$ cat config.mk
export PLATFORM = sky130hd
export DESIGN_NAME = seq_frame_tx
export DESIGN_NICKNAME = d
export VERILOG_FILES = /design/src/rtl/seq_frame_tx.sv
export SDC_FILE = /design/constraint.sdc
export NUM_CORES = 1
export LEC_CHECK = 0
export CORE_MARGIN = 1.5
export CORE_UTILIZATION = 24
export CTS_CLUSTER_SIZE = 25
export DETAILED_ROUTE_END_ITERATION = 8
export HOLD_SLACK_MARGIN = 0.02
export PLACE_DENSITY_LB_ADDON = 0.15
export REMOVE_ABC_BUFFERS = 1
export SLEW_MARGIN = 20
export SYNTH_ARGS = -nofsm -noshare
export SYNTH_HDL_FRONTEND = slang
export SYNTH_SLANG_ARGS = --single-unit
$ cat constraint.sdc
create_clock -name clk -period 2.5 [get_ports clk]
set_input_delay 0.25 -clock clk [delete_from_list [all_inputs] [get_ports clk]]
set_output_delay 0.25 -clock clk [all_outputs]
set_load 0.1 [all_outputs]
$ cat src/rtl/seq_frame_tx.sv
// Serial frame transmitter: a preamble of ones, a separator zero, then the payload MSB first.
// A zero is stuffed after every STUFF_RUN consecutive payload ones so that only the preamble forms a long run.
module seq_frame_tx #(
   parameter int DATA_W    = 8,
   parameter int PRE_LEN   = 4,
   parameter int STUFF_RUN = 3
) (
   input  logic              clk,
   input  logic              rst,
   input  logic              start,
   input  logic [DATA_W-1:0] data,
   output logic              x,
   output logic              busy,
   output logic              done,
   output logic [2:0]        state
);

   localparam int PCW = $clog2(PRE_LEN + 1);
   localparam int RCW = $clog2(STUFF_RUN + 1);
   localparam int BCW = $clog2(DATA_W + 1);
   localparam logic [PCW-1:0] PRE_LAST = PCW'(PRE_LEN - 1);
   localparam logic [RCW-1:0] RUN_MAX  = RCW'(STUFF_RUN);
   localparam logic [BCW-1:0] BIT_LAST = BCW'(DATA_W - 1);
   localparam logic [BCW-1:0] BIT_ALL  = BCW'(DATA_W);

   typedef enum logic [2:0] {
      IDLE  = 3'd0,
      PRE   = 3'd1,
      SEP   = 3'd2,
      DATA  = 3'd3,
      STUFF = 3'd4
   } state_e;

   state_e            state_q, state_d;
   logic [DATA_W-1:0] sr_q, sr_d;
   logic [PCW-1:0]    pre_q, pre_d;
   logic [RCW-1:0]    run_q, run_d;
   logic [BCW-1:0]    bit_q, bit_d;
   logic              x_q, x_d;
   logic              busy_q, busy_d;
   logic              done_q, done_d;

   always_comb begin
      state_d = state_q;
      sr_d    = sr_q;
      pre_d   = pre_q;
      run_d   = run_q;
      bit_d   = bit_q;
      case (state_q)
         IDLE: begin
            if (start) begin
               sr_d    = data;
               pre_d   = '0;
               run_d   = '0;
               state_d = PRE;
            end
         end
         PRE: begin
            pre_d = pre_q + 1'b1;
            if (pre_q == PRE_LAST) state_d = SEP;
         end
         SEP: begin
            bit_d   = '0;
            state_d = DATA;
         end
         DATA: begin
            // The bit is consumed even when a stuff follows, so STUFF can tell whether any remain.
            sr_d  = sr_q << 1;
            bit_d = bit_q + 1'b1;
            run_d = sr_q[DATA_W-1] ? run_q + 1'b1 : '0;
            if (sr_q[DATA_W-1] && run_d == RUN_MAX) state_d = STUFF;
            else if (bit_q == BIT_LAST)             state_d = IDLE;
         end
         STUFF: begin
            run_d   = '0;
            state_d = (bit_q == BIT_ALL) ? IDLE : DATA;
         end
         default: state_d = IDLE;
      endcase

      // Outputs are derived from the next state so they are registered alongside it.
      x_d    = (state_d == PRE) || ((state_d == DATA) && sr_d[DATA_W-1]);
      busy_d = (state_d != IDLE);
      done_d = (state_d == IDLE) && ((state_q == DATA) || (state_q == STUFF));
   end

   always_ff @(posedge clk or negedge rst) begin
      if (!rst) begin
         state_q <= IDLE;
         sr_q    <= '0;
         pre_q   <= '0;
         run_q   <= '0;
         bit_q   <= '0;
         x_q     <= 1'b0;
         busy_q  <= 1'b0;
         done_q  <= 1'b0;
      end else begin
         state_q <= state_d;
         sr_q    <= sr_d;
         pre_q   <= pre_d;
         run_q   <= run_d;
         bit_q   <= bit_d;
         x_q     <= x_d;
         busy_q  <= busy_d;
         done_q  <= done_d;
      end
   end

   assign x     = x_q;
   assign busy  = busy_q;
   assign done  = done_q;
   assign state = state_q;

endmodule
# Word-level counts from Yosys, hierarchy flattened
# Index checks and enable logic that the tools add are counted.
[classes] addsub=3 multipliers=0 div=0 magnitude_cmp=0 eq_ne=11 shifts=0 n_mux=14 bitwise=0 n_reduce_logical=15
[ops] op="$pmux W8 S2" n=1
[ops] op="$mux W3" n=5
[ops] op="$pmux W3 S5" n=1
[ops] op="$eq A3 B2 Y1 const B" n=4
[ops] op="$mux W8" n=1
[ops] op="$pmux W4 S2" n=1
[ops] op="$eq A3 B1 Y1 const B" n=2
[ops] op="$logic_not A3 Y1" n=2
[ops] op="$mux W2" n=3
[ops] op="$pmux W2 S3" n=1
[ops] op="$pmux W3 S2" n=1
[ops] op="$reduce_and A2 Y1" n=3
[ops] op="$reduce_bool A2 Y1" n=3
[ops] op="$reduce_bool A3 Y1" n=2
[ops] op="$add A4 B1 Y4 const B" n=1
[ops] op="$eq A4 B3 Y1 const B" n=1
[ops] op="$eq A4 B4 Y1 const B" n=1
[ops] op="$add A3 B1 Y3 const B" n=1
[ops] op="$eq A3 B3 Y1 const B" n=1
[ops] op="$logic_and A1 B1 Y1" n=3
[ops] op="$add A2 B1 Y2 const B" n=1
[ops] op="$eq A2 B2 Y1 const B" n=1
[ops] op="$logic_or A1 B1 Y1" n=2
[ops] op="$ne A2 B2 Y1 const B" n=1
[totals] reg_bits=23 latch_bits=0 ramBits=0 romBits=0 in_bits=11 out_inout_bits=6 mem_count=0

# Longest topological paths before layout
[logic_depth] word_depth=9 depth_mapped=6 ltp_nobuf=6

# Worst setup path after synthesis
# No wires, ideal clock.
[synth_timing] kind="register to register" startpoint="register state_q[2], in the netlist state[2]" endpoint="register x_q, in the netlist x" setup_ns=0.137 arrival_ns=1.910 slack_ns=0.453 path_stages_with_launch=6 n_path_buf=2 synth_period_minus_slack_ns=2.047 cell_sequence="dfrtp_1 buf_6 and3b_1 buf_2 a221oi_2 a22oi_1"
[synth_between] elab_chain_len=6 elab_cells_between_ends=15 classes_between="6 x eq/ne; 6 x mux; 3 x reduce/logical"
[synth_lines] item="from (decl)" line_no="34" source="state_e state_q, state_d;"
[synth_lines] item="from (signal assigned)" line_no="98" source="state_q <= state_d;"
[synth_lines] item="$mux W3" line_no="72" source="else if (bit_q == BIT_LAST) state_d = IDLE;"
[synth_lines] item="$mux W3" line_no="71" source="if (sr_q[DATA_W-1] && run_d == RUN_MAX) state_d = STUFF;"
[synth_lines] item="$pmux W3 S5" line_no="49" source="case (state_q)"
[synth_lines] item="$eq A3 B2 Y1" line_no="82" source="x_d = (state_d == PRE) || ((state_d == DATA) && sr_d[DATA_W-1]);"
[synth_lines] item="$logic_and A1 B1 Y1" line_no="82"
[synth_lines] item="$logic_or A1 B1 Y1 *" line_no="82"
[synth_lines] item="named net x_d" line_no="39" source="logic x_q, x_d;"
[synth_lines] item="to (signal assigned)" line_no="94" source="x_q <= 1'b0;"
[synth_lines] item="to (signal assigned)" line_no="103" source="x_q <= x_d;"
[synth_lines] item="to (decl)" line_no="39"
# Mark *: on every way through the listed nets, which the timed path passes. The rest lies on a longest branch.
# A chain may end at the register's enable or synchronous reset.

# Worst setup path after layout
[layout_timing] startpoint="register state_q[0], in the netlist state[0]" endpoint="register x_q, in the netlist x"
# Same word-level chain as after synthesis.

==> results by group <==
Synth
  – Mux cell area share after synthesis: 0.008979
  – Top_reg_cell synth: dfrtp_1
  – EDFF count, synth: 0
  – Register area share after synthesis: 0.5163
  – Simple-gate share of the synthesized area: 0.2233
  – Fraction of registers with async set/reset: 1.000
  – Compound-Gate Fraction of Synth Area: 0.1594
  – Count of different cell masters after synthesis: 29
  – Synth Area in Adders: 0.04489
  – Post-synthesis xor/xnor area fraction: 0.007856
  – Post-Synthesis Cell Area: about 1100 um^2
  – Avg Inst Size Synth: 9.954 um^2
  – Number of synthesized register bits: 23
  – Main combinational cell family by area after synthesis: simple AND/OR/NAND/NOR gates
  – Mapped Cells: between 100 and 150
  – Synth warnings: 0

Final layout
  – Filler cells: 455
  – Most common cell after layout, fill and taps aside: nand2_1
  – Multi-input gate area: slightly below 500 um^2
  – Nets: 146
  – Area growth syn-to-layout: 21.77%
  – ANT cells: 0
  – Register area: around 580 um^2
  – Commonest cells after routing, fill and taps aside: nand2_1 (24), dfrtp_1 (23), clkdlybuf4s50_1 (10)
  – Layout cells sized above 1: 0.1077

Critical path
  – Critical path arrival: 2.02 ns
  – Critical Path, Cell by Cell: nor4b_4, nor2_4, a221oi_2, a22oi_1
  – Worst Setup SP: state[0]
  – Crit-path slowest cell: nor4b_4
  – Reg2Reg Setup Slack: around 0.61 ns
  – Worst EP required: 2.63 ns
  – Startpoint types: flop
  – CP Capture Type: flop
  – Worst R2R End: x
  – Max stage delay on crit path: 0.65 ns
  – Reg2reg start: state[0]
  – Critical path peak fanout: 15
  – R2R depth: 4
  – Critical setup path kind: flop to flop

Routing
  – DR WL/cell: ~13 um
  – Drc violations: 0
  – Via count: 855
  – Drt pass-1 iters: 4
  – Final ANT Viol Nets: 0
  – Final WL: 2306 um
  – Via density: 4.698
  – DRT iter0 DRCs: slightly above 60

Timing
  – Final hold vios: 0
  – Sum Neg Setup Slack: 0 ns
  – Peak Freq: 0.5301 GHz
  – Number of max-slew violations in the final report: 0
  – Period utilization: 0.7546
  – RSZ-0062 raised after global routing: no
  – Worst-margin pin slew: between 0.5 and 0.6 ns
  – Slew margin rel.: 0.6066
  – Worst Skew: around 0.0031 ns
  – Minimum clock period: 1.887 ns
  – Count of final setup violators: 0

Global routing
  – Vias in the first global route: 851
  – First-pass GRT wire length: 3864 um
  – GR Util All Layers: 0.09582
  – Grt total ovfl: 0
  – Largest net degree at the start of global routing: 24
  – Initial antenna violation count: 0

Clock network
  – Post-CTS Resized: 0
  – Skew-Pair Late Insertion Delay: 0.26 ns
  – Clk buf depth: 2
  – Clk slew on worst S/H paths: 0.08 ns
  – Post-CTS repair timing setup buffer count: 0
  – CTS tree: yes
  – H-tree levels: 1
  – Root Driver: clkbuf_8
  – # clock sinks: 23
  – CTS Hold Bufs: 0
  – Number of CTS-inserted buffers: 3

Die
  – Die area: ~5100 um^2
  – Die height: 71.16 um
  – Starting density of the core: 0.2526
  – Core area: 4414 um^2
  – Die W: 71.16 um
  – Ports: 17
  – Row count: 24

Power
  – LEAKAGE: 0.0006335 uW
  – Worst IR Drop VDD: 284.3 uV
  – Power, Total: around 1600 uW
  – PD cells: 1188 nW/um^2

Placement
  – RePlAce Congestion: 0.8045
  – Post-DP HPWL: 1686 um
  – Port Buffers: 16

Worst hold path
  – Hold Crit Class: input port to asynchronous set/reset pin

Run status
  – Outcome: finished clean

Run
  – Max-cap check violation count: 0
[flip-flops by register name, indices dropped and copies added (netlist names)]
| name | flops |
|---|---|
| bit_q | 4 |
| busy | 1 |
| done | 1 |
| pre_q | 3 |
| run_q | 2 |
| sr_q | 8 |
| state | 3 |
| x | 1 |
[cell usage after synthesis (all sizes together) (2+ instances only)]
cell / count / area share
nand2: 24 / 0.081
ha: 4 / 0.045
o21ai: 12 / 0.054
dfrtp: 23 / 0.52
a22oi: 7 / 0.047
nand3b: 2 / 0.013
inv: 6 / 0.020
nor2: 5 / 0.024
nand3: 8 / 0.036
nor2b: 3 / 0.017
buf: 3 / 0.019
[critical path: cells and delay by family (launching register included)]
family	cells	cell delay, ns
AO/OA/AOI/OAI	2	0.42
flip-flops	1	0.56
AND/OR/NAND/NOR	2	0.77
[metal layers]
| metal | wire length [um] | track usage | vias to the layer above |
|---|---|---|---|
| met3 | 112 | 0.02422 | 4 |
| met4 | 29 | 0.03564 | 0 |
| met1 | 1112 | 0.1231 | 403 |
| li1 | - | - | 428 |
| met5 | 0 | 0 | - |
| met2 | 1052 | 0.1553 | 20 |
[cells by family after synthesis]
group	Yosys count
compound gates	26
xor+xnor	1
fa+ha+maj	4
buf+inv	9
flops	23
mux	1
simple gates	48
[report_power, final]
group	internal, uW	switching, uW
Combinational	241	510
Sequential	504	127
Clock	111	119
[stage by stage]
step / instance area, um^2 / util / instances / hold WS [ns] / setup slack (ns)
2_1_floorplan: 1094 / - / 109 / -0.04559 / 0.2816
3_3_place_gp: 1311 / 0.2971 / 178 / 0.4730 / 0.5749
3_5_place_dp: 1311 / 0.2971 / 178 / 0.4659 / 0.4917
4_1_cts: 1358 / 0.3075 / 182 / 0.3589 / 0.5961
5_1_grt: 1358 / 0.3075 / 182 / 0.3614 / 0.4352
6_report: 1358 / 0.3075 / 182 / 0.3453 / 0.6135
[cell type report]
| class | instances | area share |
|---|---|---|
| Inverter | 6 | 0.01659 |
| Timing Repair Buffer | 17 | 0.1124 |
| Clock inverter | 1 | 0.003687 |
| Tap cell | 52 | 0.04793 |
| Clock buffer | 3 | 0.03041 |
| Sequential cell | 23 | 0.4240 |
| Multi-Input combinational cell | 80 | 0.3650 |
[worst max-delay path by stage]
stage / endpoint / slack, ns / cells after the start
after floorplan: x / 0.28 / 4
after global placement: x / 0.57 / 5
after detailed placement: x / 0.49 / 5
after CTS: x / 0.60 / 4
after global routing: x / 0.44 / 4
final: x / 0.61 / 4
Note: power is estimated with default switching activity, not from simulation.
